File: config.mk
export PLATFORM = sky130hd
export DESIGN_NAME = difftest_csr_restore
export DESIGN_NICKNAME = d
export VERILOG_FILES = /design/src/rtl/difftest_pkg.sv /design/src/rtl/lowest_set_idx.sv /design/src/rtl/difftest_csr_restore.sv
export SDC_FILE = /design/constraint.sdc
export NUM_CORES = 2
export LEC_CHECK = 0
export CORE_MARGIN = 2
export CORE_UTILIZATION = 65
export CTS_BUF_LIST = sky130_fd_sc_hd__clkbuf_8
export DETAILED_ROUTE_END_ITERATION = 16
export GPL_ROUTABILITY_DRIVEN = 0
export PLACE_DENSITY_LB_ADDON = 0.25
export REMOVE_ABC_BUFFERS = 1
export SLEW_MARGIN = 20
export SYNTH_ARGS = -nofsm -noshare
export SYNTH_HDL_FRONTEND = slang
export SYNTH_HIERARCHICAL = 1
export SYNTH_SLANG_ARGS = --single-unit
File: constraint.sdc
create_clock -name clk -period 14.3 [get_ports clk]
set_input_delay 2.145 -clock clk [delete_from_list [all_inputs] [get_ports clk]]
set_output_delay 2.145 -clock clk [all_outputs]
set_load 0.005 [all_outputs]
File: src/rtl/difftest_pkg.sv
// Shared definitions for the difftest CSR restore path: CSR addresses,
// shadow-entry indices, the entry-to-address map and the FSM state type.
package difftest_pkg;

  localparam logic [11:0] CSR_MSTATUS  = 12'h300;
  localparam logic [11:0] CSR_SSTATUS  = 12'h100;
  localparam logic [11:0] CSR_MEPC     = 12'h341;
  localparam logic [11:0] CSR_SEPC     = 12'h141;
  localparam logic [11:0] CSR_MTVAL    = 12'h343;
  localparam logic [11:0] CSR_STVAL    = 12'h143;
  localparam logic [11:0] CSR_MTVEC    = 12'h305;
  localparam logic [11:0] CSR_STVEC    = 12'h105;
  localparam logic [11:0] CSR_MCAUSE   = 12'h342;
  localparam logic [11:0] CSR_SCAUSE   = 12'h142;
  localparam logic [11:0] CSR_SATP     = 12'h180;
  localparam logic [11:0] CSR_MIP      = 12'h344;
  localparam logic [11:0] CSR_MIE      = 12'h304;
  localparam logic [11:0] CSR_MSCRATCH = 12'h340;
  localparam logic [11:0] CSR_SSCRATCH = 12'h140;
  localparam logic [11:0] CSR_MIDELEG  = 12'h303;
  localparam logic [11:0] CSR_MEDELEG  = 12'h302;

  // Shadow entry indices; entry 0 is the privilege mode and has no CSR address.
  typedef enum logic [4:0] {
    DT_PRIV     = 5'd0,
    DT_MSTATUS  = 5'd1,
    DT_SSTATUS  = 5'd2,
    DT_MEPC     = 5'd3,
    DT_SEPC     = 5'd4,
    DT_MTVAL    = 5'd5,
    DT_STVAL    = 5'd6,
    DT_MTVEC    = 5'd7,
    DT_STVEC    = 5'd8,
    DT_MCAUSE   = 5'd9,
    DT_SCAUSE   = 5'd10,
    DT_SATP     = 5'd11,
    DT_MIP      = 5'd12,
    DT_MIE      = 5'd13,
    DT_MSCRATCH = 5'd14,
    DT_SSCRATCH = 5'd15,
    DT_MIDELEG  = 5'd16,
    DT_MEDELEG  = 5'd17
  } dt_idx_e;

  typedef enum logic [2:0] {
    ST_IDLE  = 3'd0,
    ST_DRAIN = 3'd1,
    ST_WRITE = 3'd2,
    ST_PRIV  = 3'd3,
    ST_DONE  = 3'd4
  } dt_state_e;

  // Entry index to CSR address; unmapped indices (including priv) return 0.
  function automatic logic [11:0] dt_csr_addr(input logic [4:0] idx);
    logic [11:0] a;
    a = 12'h000;
    case (idx)
      DT_MSTATUS:  a = CSR_MSTATUS;
      DT_SSTATUS:  a = CSR_SSTATUS;
      DT_MEPC:     a = CSR_MEPC;
      DT_SEPC:     a = CSR_SEPC;
      DT_MTVAL:    a = CSR_MTVAL;
      DT_STVAL:    a = CSR_STVAL;
      DT_MTVEC:    a = CSR_MTVEC;
      DT_STVEC:    a = CSR_STVEC;
      DT_MCAUSE:   a = CSR_MCAUSE;
      DT_SCAUSE:   a = CSR_SCAUSE;
      DT_SATP:     a = CSR_SATP;
      DT_MIP:      a = CSR_MIP;
      DT_MIE:      a = CSR_MIE;
      DT_MSCRATCH: a = CSR_MSCRATCH;
      DT_SSCRATCH: a = CSR_SSCRATCH;
      DT_MIDELEG:  a = CSR_MIDELEG;
      DT_MEDELEG:  a = CSR_MEDELEG;
      default:     a = 12'h000;
    endcase
    return a;
  endfunction

endpackage

File: src/rtl/lowest_set_idx.sv
// Priority encoder: index of the lowest set bit of i_vec, plus an any-set flag.
module lowest_set_idx #(
  parameter int W  = 17,
  parameter int IW = 5
) (
  input  logic [W-1:0]  i_vec,
  output logic [IW-1:0] o_idx,
  output logic          o_any
);

  // Scan from the top down so the lowest set bit is the last one to assign.
  always_comb begin
    o_idx = '0;
    o_any = 1'b0;
    for (int i = W - 1; i >= 0; i--) begin
      if (i_vec[i]) begin
        o_idx = IW'(i);
        o_any = 1'b1;
      end
    end
  end

endmodule

File: src/rtl/difftest_csr_restore.sv
// Replays harness-loaded shadow CSR values into the core's CSR write port
// while holding the core stalled; privilege mode is restored last.
//
// CSR write handshake: a write transfers on a cycle where csr_wr_valid and
// csr_wr_ready are both high at the rising edge. While valid is high and
// ready is low, address and data stay stable and valid does not drop.
module difftest_csr_restore
  import difftest_pkg::*;
#(
  parameter int NUM_ENT = 18,
  parameter int XLEN    = 64
) (
  input  logic            clk,
  input  logic            rst_n,
  input  logic            load_valid,
  input  logic [4:0]      load_idx,
  input  logic [XLEN-1:0] load_data,
  output logic            load_ready,
  input  logic            start,
  input  logic            core_idle,
  output logic            hold_core,
  output logic            csr_wr_valid,
  output logic [11:0]     csr_wr_addr,
  output logic [XLEN-1:0] csr_wr_data,
  input  logic            csr_wr_ready,
  output logic            priv_wr_valid,
  output logic [1:0]      priv_wr_data,
  output logic            busy,
  output logic            done,
  output dt_state_e       dbg_state
);

  dt_state_e          r_state;
  logic [NUM_ENT-1:0] r_pend;
  logic [XLEN-1:0]    r_shadow [NUM_ENT];

  logic [4:0]         w_enc_idx;
  logic               w_any;
  logic [4:0]         w_cur_idx;
  logic               w_wr_valid;
  logic               w_accept;
  logic               w_load_ok;
  logic [NUM_ENT-1:0] w_clr_mask;
  logic [NUM_ENT-1:0] w_pend_after;

  // Lowest pending CSR entry; entry 0 (priv) is excluded and handled in PRIV.
  lowest_set_idx #(
    .W  (NUM_ENT - 1),
    .IW (5)
  ) u_enc (
    .i_vec (r_pend[NUM_ENT-1:1]),
    .o_idx (w_enc_idx),
    .o_any (w_any)
  );

  assign w_cur_idx  = w_enc_idx + 5'd1;
  assign w_wr_valid = (r_state == ST_WRITE) && w_any;
  assign w_accept   = w_wr_valid && csr_wr_ready;
  assign w_load_ok  = load_valid && (r_state == ST_IDLE) && (load_idx < 5'(NUM_ENT));

  // One-hot clear for the entry accepted this cycle, and the resulting pend set.
  always_comb begin
    w_clr_mask = '0;
    if (w_accept) w_clr_mask[w_cur_idx] = 1'b1;
    w_pend_after = r_pend & ~w_clr_mask;
  end

  // Shadow storage: written only by accepted loads in IDLE.
  always_ff @(posedge clk or negedge rst_n) begin
    if (!rst_n) begin
      for (int i = 0; i < NUM_ENT; i++) r_shadow[i] <= '0;
    end else if (w_load_ok) begin
      r_shadow[load_idx] <= load_data;
    end
  end

  // Restore sequencer and pending bits.
  always_ff @(posedge clk or negedge rst_n) begin
    if (!rst_n) begin
      r_state <= ST_IDLE;
      r_pend  <= '0;
    end else begin
      case (r_state)
        ST_IDLE: begin
          if (w_load_ok) r_pend[load_idx] <= 1'b1;
          if (start) r_state <= ST_DRAIN;
        end
        ST_DRAIN: begin
          if (core_idle) r_state <= ST_WRITE;
        end
        ST_WRITE: begin
          r_pend <= w_pend_after;
          if (w_pend_after[NUM_ENT-1:1] == '0) r_state <= ST_PRIV;
        end
        ST_PRIV: begin
          r_pend[0] <= 1'b0;
          r_state   <= ST_DONE;
        end
        ST_DONE: begin
          r_state <= ST_IDLE;
        end
        default: r_state <= ST_IDLE;
      endcase
    end
  end

  // Outputs are decodes of registered state only; WRITE address/data
  // follow the registered pend bits through the encoder.
  assign load_ready    = (r_state == ST_IDLE);
  assign busy          = (r_state != ST_IDLE);
  assign hold_core     = (r_state != ST_IDLE);
  assign done          = (r_state == ST_DONE);
  assign csr_wr_valid  = w_wr_valid;
  assign csr_wr_addr   = w_wr_valid ? dt_csr_addr(w_cur_idx) : 12'h000;
  assign csr_wr_data   = w_wr_valid ? r_shadow[w_cur_idx] : '0;
  assign priv_wr_valid = (r_state == ST_PRIV) && r_pend[0];
  assign priv_wr_data  = priv_wr_valid ? r_shadow[0][1:0] : 2'b00;
  assign dbg_state     = r_state;

endmodule

* Word level (Yosys, flattened, before mapping)
Memories as Yosys holds them, arrays and structs flattened. Index checks and enable logic that the tools add are counted.
Operators by class: add/sub/neg operators 1, magnitude comparators 8, equal/unequal tests 8, multiplexer cells 55, bitwise operators 5, reduce and logical (&&, ||, !) cells 16
Operators by type and width (number):
- $bwmux 1152 | 1
- $bmux 64 s5 | 1
- $demux 64 s5 | 1
- $mux 64 | 4
- $mux 5 | 17
- $mux 18 | 2
- $pmux 17 s2 | 1
- $mux 1 | 19
- $and 18x18->18 | 1
- $not 18->18 | 1
- $or 18x18->18 | 1
- $logic_not 17->1 | 1
- $ge 6x6->1 const B | 2
- $lt 5x6->1 const B | 2
- $mux 12 | 1
- $not 5->6 | 2
- $pmux 3 s4 | 1
- $demux 1 s5 | 2
- $ge 5x1->1 const B | 2
- $mux 3 | 3
- $logic_and 1x1->1 | 8
- $eq 3x2->1 const B | 2
- $lt 6x1->1 const B | 1
- $ne 2x1->1 const B | 3
- other kinds (12) | 14
Storage, ports and cells: register bits after elaboration 1173, ROM bits 224, input bits 75, output and inout bits 87, word-level logic and storage cells 115, memories kept 1
Memories:
- (no name shown) | depth 32, bits a word 7, rd ports 1, clocked after memory_dff 0, wr ports 0, line difftest_pkg.sv:57 | case (idx)

* Depth between registers and ports, before layout
word-level depth 28, mapped depth 20, gate-level depth less buffers 12

* Hierarchy
Netlist, hierarchy kept.
By module, submodules not included:
- difftest_csr_restore | instances 1, cells an instance 3391, area an instance 53581.4 sq um, seq. area each 29353.2 sq um
- lowest_set_idx | instances 1, cells an instance 35, area an instance 190.2 sq um, seq. area each 0.0 sq um

* Worst setup path before layout
OpenSTA, ideal clock, no wires.
path type register to output, start register r_pend[15], end output csr_wr_data[37], data arrival time 4.084 ns, data required time 12.155 ns, setup slack 8.071 ns, stages on the path, launching flop included 21, path buffers 9, path through dfrtp_1 -> inv_1 -> a21oi_1 -> o311a_1 -> o22ai_1 -> buf_2 -> buf_6 -> buf_4 -> buf_4 -> buf_4 -> buf_2 -> inv_1 -> ha_1 -> buf_2 -> clkbuf_1 -> clkbuf_1 -> mux4_2 -> mux2i_1 -> o22ai_1 -> nand2_1 -> o21ai_0
Between the ends: cells in the longest elaborated chain, start to end 21, elaborated cells between the ends (all ways) 37, those cells by class add/sub (1); mux (34); bitwise (1); reduce/logical (1)
Ends and longest elaborated chain:
- start: declaration | line difftest_csr_restore.sv:34 | logic [NUM_ENT-1:0] r_pend;
- start signal: assignment | line difftest_csr_restore.sv:92 | r_pend <= w_pend_after;
- $mux 5 (15 in series) | line lowest_set_idx.sv:16 | if (i_vec[i]) begin
- via w_enc_idx[0] | line difftest_csr_restore.sv:37 | logic [4:0] w_enc_idx;
- $add 5x1->5 | line difftest_csr_restore.sv:56 | assign w_cur_idx = w_enc_idx + 5'd1;
- $not 5->6 (implied by the code) | line difftest_csr_restore.sv:115 | assign csr_wr_data = w_wr_valid ? r_shadow[w_cur_idx] : '0;
- $bmux 64 s5 | line difftest_csr_restore.sv:115
- $mux 64 (implied by the code) (2 in series) | line difftest_csr_restore.sv:115
- $mux 64 | line difftest_csr_restore.sv:115
- end: declaration | line difftest_csr_restore.sv:24 | output logic [XLEN-1:0] csr_wr_data,
The timed path passes the listed nets, and every way through them passes these cells. The select of a mux whose other input is x is not followed.

* Worst setup path in the final report
start register r_pend[1], end output csr_wr_data[3]
Between the ends: cells in the longest elaborated chain, start to end 7, elaborated cells between the ends (all ways) 9, those cells by class add/sub (1); mux (6); bitwise (1); reduce/logical (1)
Ends and longest elaborated chain (line):
- $mux 5 | lowest_set_idx.sv:16
- via w_enc_idx[0] | difftest_csr_restore.sv:37
- $add 5x1->5 | difftest_csr_restore.sv:56
- $not 5->6 (implied by the code) | difftest_csr_restore.sv:115
- $bmux 64 s5 | difftest_csr_restore.sv:115
- $mux 64 (implied by the code) (2 in series) | difftest_csr_restore.sv:115
- $mux 64 | difftest_csr_restore.sv:115
The timed path passes the listed nets, and every way through them passes these cells. The select of a mux whose other input is x is not followed.

==> flow_metrics.py <==
metrics = {
    "sta": {
        "worstMarginPinSlew_ps": 1180,
        "relSlewSlack": 0.211,
        "drv_slew": 0,
        "finalSetupViolations": 0,
        "fin_skew_ps": 56.2,
        "fin_crit_sh": 0.632,
        "grt_setup_unrepaired": "false",
        "setup_ws_ps": 5270,
        "post-route-min-period_ps": 9030,
        "hold_viol": 0,
        "fmax_ghz": 0.111,
    },
    "synthesis": {
        "syn-cell-area_mm2": 0.0538,
        "yosys.area_share.simple": 0.0195,
        "synth.avg_cell_area_um2": 15.7,
        "synthCells": 3426,
        "synthMuxAreaShare": 0.384,
        "yosysUniqueCellTypes": 67,
        "synth_seq_area_share": 0.546,
        "synthXorXnorAreaFrac": 0.000931,
        "synth_adder_area_share": 0.00233,
        "synth_compound_area_frac": 0.0171,
        "synth_ff_type": "dfrtp_1",
        "synth_enable_flop_cells": 0,
        "synth-async-reset-ratio": 1.00,
        "synth_top_family_by_area": "multiplexers",
        "ys_seq_elements": 1173,
        "yosys_warnings": 6,
    },
    "power_and_ir_drop": {
        "p_switching_w": 0.00478,
        "leakage_nw": 28.6,
        "power_density_mw_per_mm2": 219,
        "switching_share": 0.366,
        "vdd.ir_drop.worst_v": 0.000368,
        "p_int_w": 0.00829,
        "comb_power_share": 0.450,
        "p_clk_frac": 0.218,
        "power_frac_seq": 0.332,
    },
    "routing": {
        "drcViolationCount": 0,
        "firstDrtPassIters": 5,
        "wirelength_mm": 129,
        "viasPerCell": 6.59,
        "post_drt_wl_per_cell_um": 27.2,
        "ant_nets": 0,
        "num_vias": 31242,
        "drt_iter0_markers": 2520,
    },
    "global_route": {
        "gr-total-overflow": 0,
        "grt_max_degree": 219,
        "grtUsageMet3": 0.0560,
        "busiest_layer": "met2",
        "groute.usage.overall": 0.310,
        "grt_pass1_vias": 34020,
        "grtUsageMet2": 0.502,
        "grtUsageMet1": 0.429,
        "grt_antenna_before_repair": 6,
        "grt_pass1_wl_mm": 201,
    },
    "worst_setup_path": {
        "cp-end-kind": "primary output",
        "path_class": "flop to primary output",
        "cp.arrival_ps": 6890,
        "cpMostUsedCell": "buf_4",
        "crit_chain": "nor3_1 -> nand3_1 -> o22ai_4 -> buf_4 -> buf_12 -> inv_1 -> ha_4 -> buf_4 -> mux4_2 -> mux2i_1 -> o21ai_0 -> clkdlybuf4s50_1",
        "cp_data_required_time_ps": 12150,
        "path_max_fanout": 111,
        "crit_path_top_delay_cell": "buf_4",
        "cp-start-kind": "flop",
        "max_stage_delay_ps": 960,
    },
    "worst_hold_path": {
        "holdCritPathClass": "flop to flop",
    },
    "clock_tree": {
        "root_buffer": "clkbuf_8",
        "numCtsBuffers": 184,
        "h-tree-depth": 4,
        "clkTransAtPathRegs_ps": 70,
        "clock_latency_ps": 860,
        "cts_tree": "built",
        "cts_resized": 0,
        "hold_buffers": 0,
        "cts_sinks": 1173,
        "post_cts_buffers": 0,
        "cts_buffer_depth": 3,
    },
    "floorplanning": {
        "dieArea_mm2": 0.0850,
        "core-area_mm2": 0.0820,
        "chipHeight_um": 292,
        "rows": 105,
        "initial_utilization": 0.656,
        "die_x_um": 292,
        "io_pins": 162,
    },
    "finish": {
        "layout_common_cells": "dfrtp_1 (1173), mux2_2 (1070), mux4_2 (293)",
        "utilization": 0.727,
        "area.growth.synth_to_final_pct": 10.8,
        "layoutNonFillerInstCount": 4740,
        "final_nets": 3608,
        "final_common_cell": "dfrtp_1",
        "drive_gt1_frac": 0.469,
    },
    "place": {
        "port_buffers": 156,
        "place_hpwl_mm": 68.1,
        "dpl.cell_count": 4403,
        "place_ws_ps": 6120,
    },
    "run": {
        "max_cap_violations": 0,
    },
    "status": {
        "status": "complete, no violations",
    },
}
==> power groups by stage <==
| stage | clock, W | combinational (W) | sequential, W |
|---|---|---|---|
| after floorplan | 0 | 0.00395 | 0.00425 |
| after global placement | 0 | 0.00577 | 0.00431 |
| after detailed placement | 0 | 0.00588 | 0.00438 |
| after CTS | 0.00289 | 0.00590 | 0.00433 |
| after global routing | 0.00305 | 0.00621 | 0.00441 |
| final | 0.00284 | 0.00588 | 0.00434 |
==> synthesized netlist by cell type (all sizes together) (12+ instances only) <==
cell	n	area [um^2]
dfrtp	1173	29400
mux2	1152	13000
mux4	293	6600
buf	174	1090
clkbuf	123	462
nand2	121	457
mux2i	109	1090
o21ai	88	440
nor2	28	153
o22ai	28	175
a21oi	21	105
inv	14	52.6
nand3	12	60.1
==> logic make-up (layout without fill, tap and decap cells) <==
family          after synthesis  after routing
xor+xnor                      4              4
buf+inv                     312            549
fa+ha+maj                    10             10
other cells                   1              8
compound gates              160            160
mux                        1554           1554
flops                      1173           1173
simple gates                212            212
==> state kept, by name, summed over array words and instances (netlist names) <==
| signal | flops |
|---|---|
| r_shadow | 1152 |
| r_pend | 18 |
| dbg_state | 3 |
==> layout make-up <==
type / count / area, um^2
flip-flops and latches: 1173 / 29400
multi-input cells: 1945 / 23000
fillers: 5149 / 22400
clock buffers: 237 / 3260
repair buffers: 204 / 2050
well taps: 1070 / 1340
clock inverters: 93 / 512
inverters: 15 / 56.3
diodes: 3 / 7.51
==> worst paths after layout <==
path	from	end	slack, ps	depth (start not counted)
worst max-delay path	r_pend[1]$_DFFE_PN0P_	csr_wr_data[3]	5270	12
worst min-delay path	r_shadow[983]$_DFFE_PN0P_	r_shadow[983]$_DFFE_PN0P_	480	1
worst max register to register	r_pend[1]$_DFFE_PN0P_	dbg_state[0]$_DFFE_PN0P_	9530	11
worst min register to register	r_shadow[983]$_DFFE_PN0P_	r_shadow[983]$_DFFE_PN0P_	480	1
max in group asynchronous	rst_n	r_shadow[832]$_DFFE_PN0P_	9750	4
min in group asynchronous	rst_n	r_shadow[115]$_DFFE_PN0P_	1310	1
==> worst max-delay path, delay by kind of cell (launching register included) <==
| kind | cells | cell delay, ps |
|---|---|---|
| AO/OA/AOI/OAI | 2 | 830 |
| buffers and inverters | 5 | 3060 |
| flip-flops | 1 | 480 |
| adder cells (fa/ha/maj) | 1 | 670 |
| AND/OR/NAND/NOR | 2 | 390 |
| multiplexers | 2 | 460 |
==> metal layers <==
layer  up-vias  share of wire
met5         -        0.00026
met2      1065           0.49
met1     16937           0.42
met3       282          0.059
met4         6          0.029
li1      12952              -
==> per-stage QoR <==
| stage | hold WS, ps | instance area (um^2) | total power (W) | TNS (ps) |
|---|---|---|---|---|
| finish | 483 | 59600 | 0.0131 | 0 |
| global route | 499 | 59600 | 0.0137 | 0 |
| CTS | 486 | 59500 | 0.0131 | 0 |
| detailed placement | 473 | 55700 | 0.0103 | 0 |
| global placement | 462 | 55700 | 0.0101 | 0 |
| floorplan | 453 | 52200 | 0.00820 | -2195600 |
No activity file was read; power rests on OpenSTA's default activity.
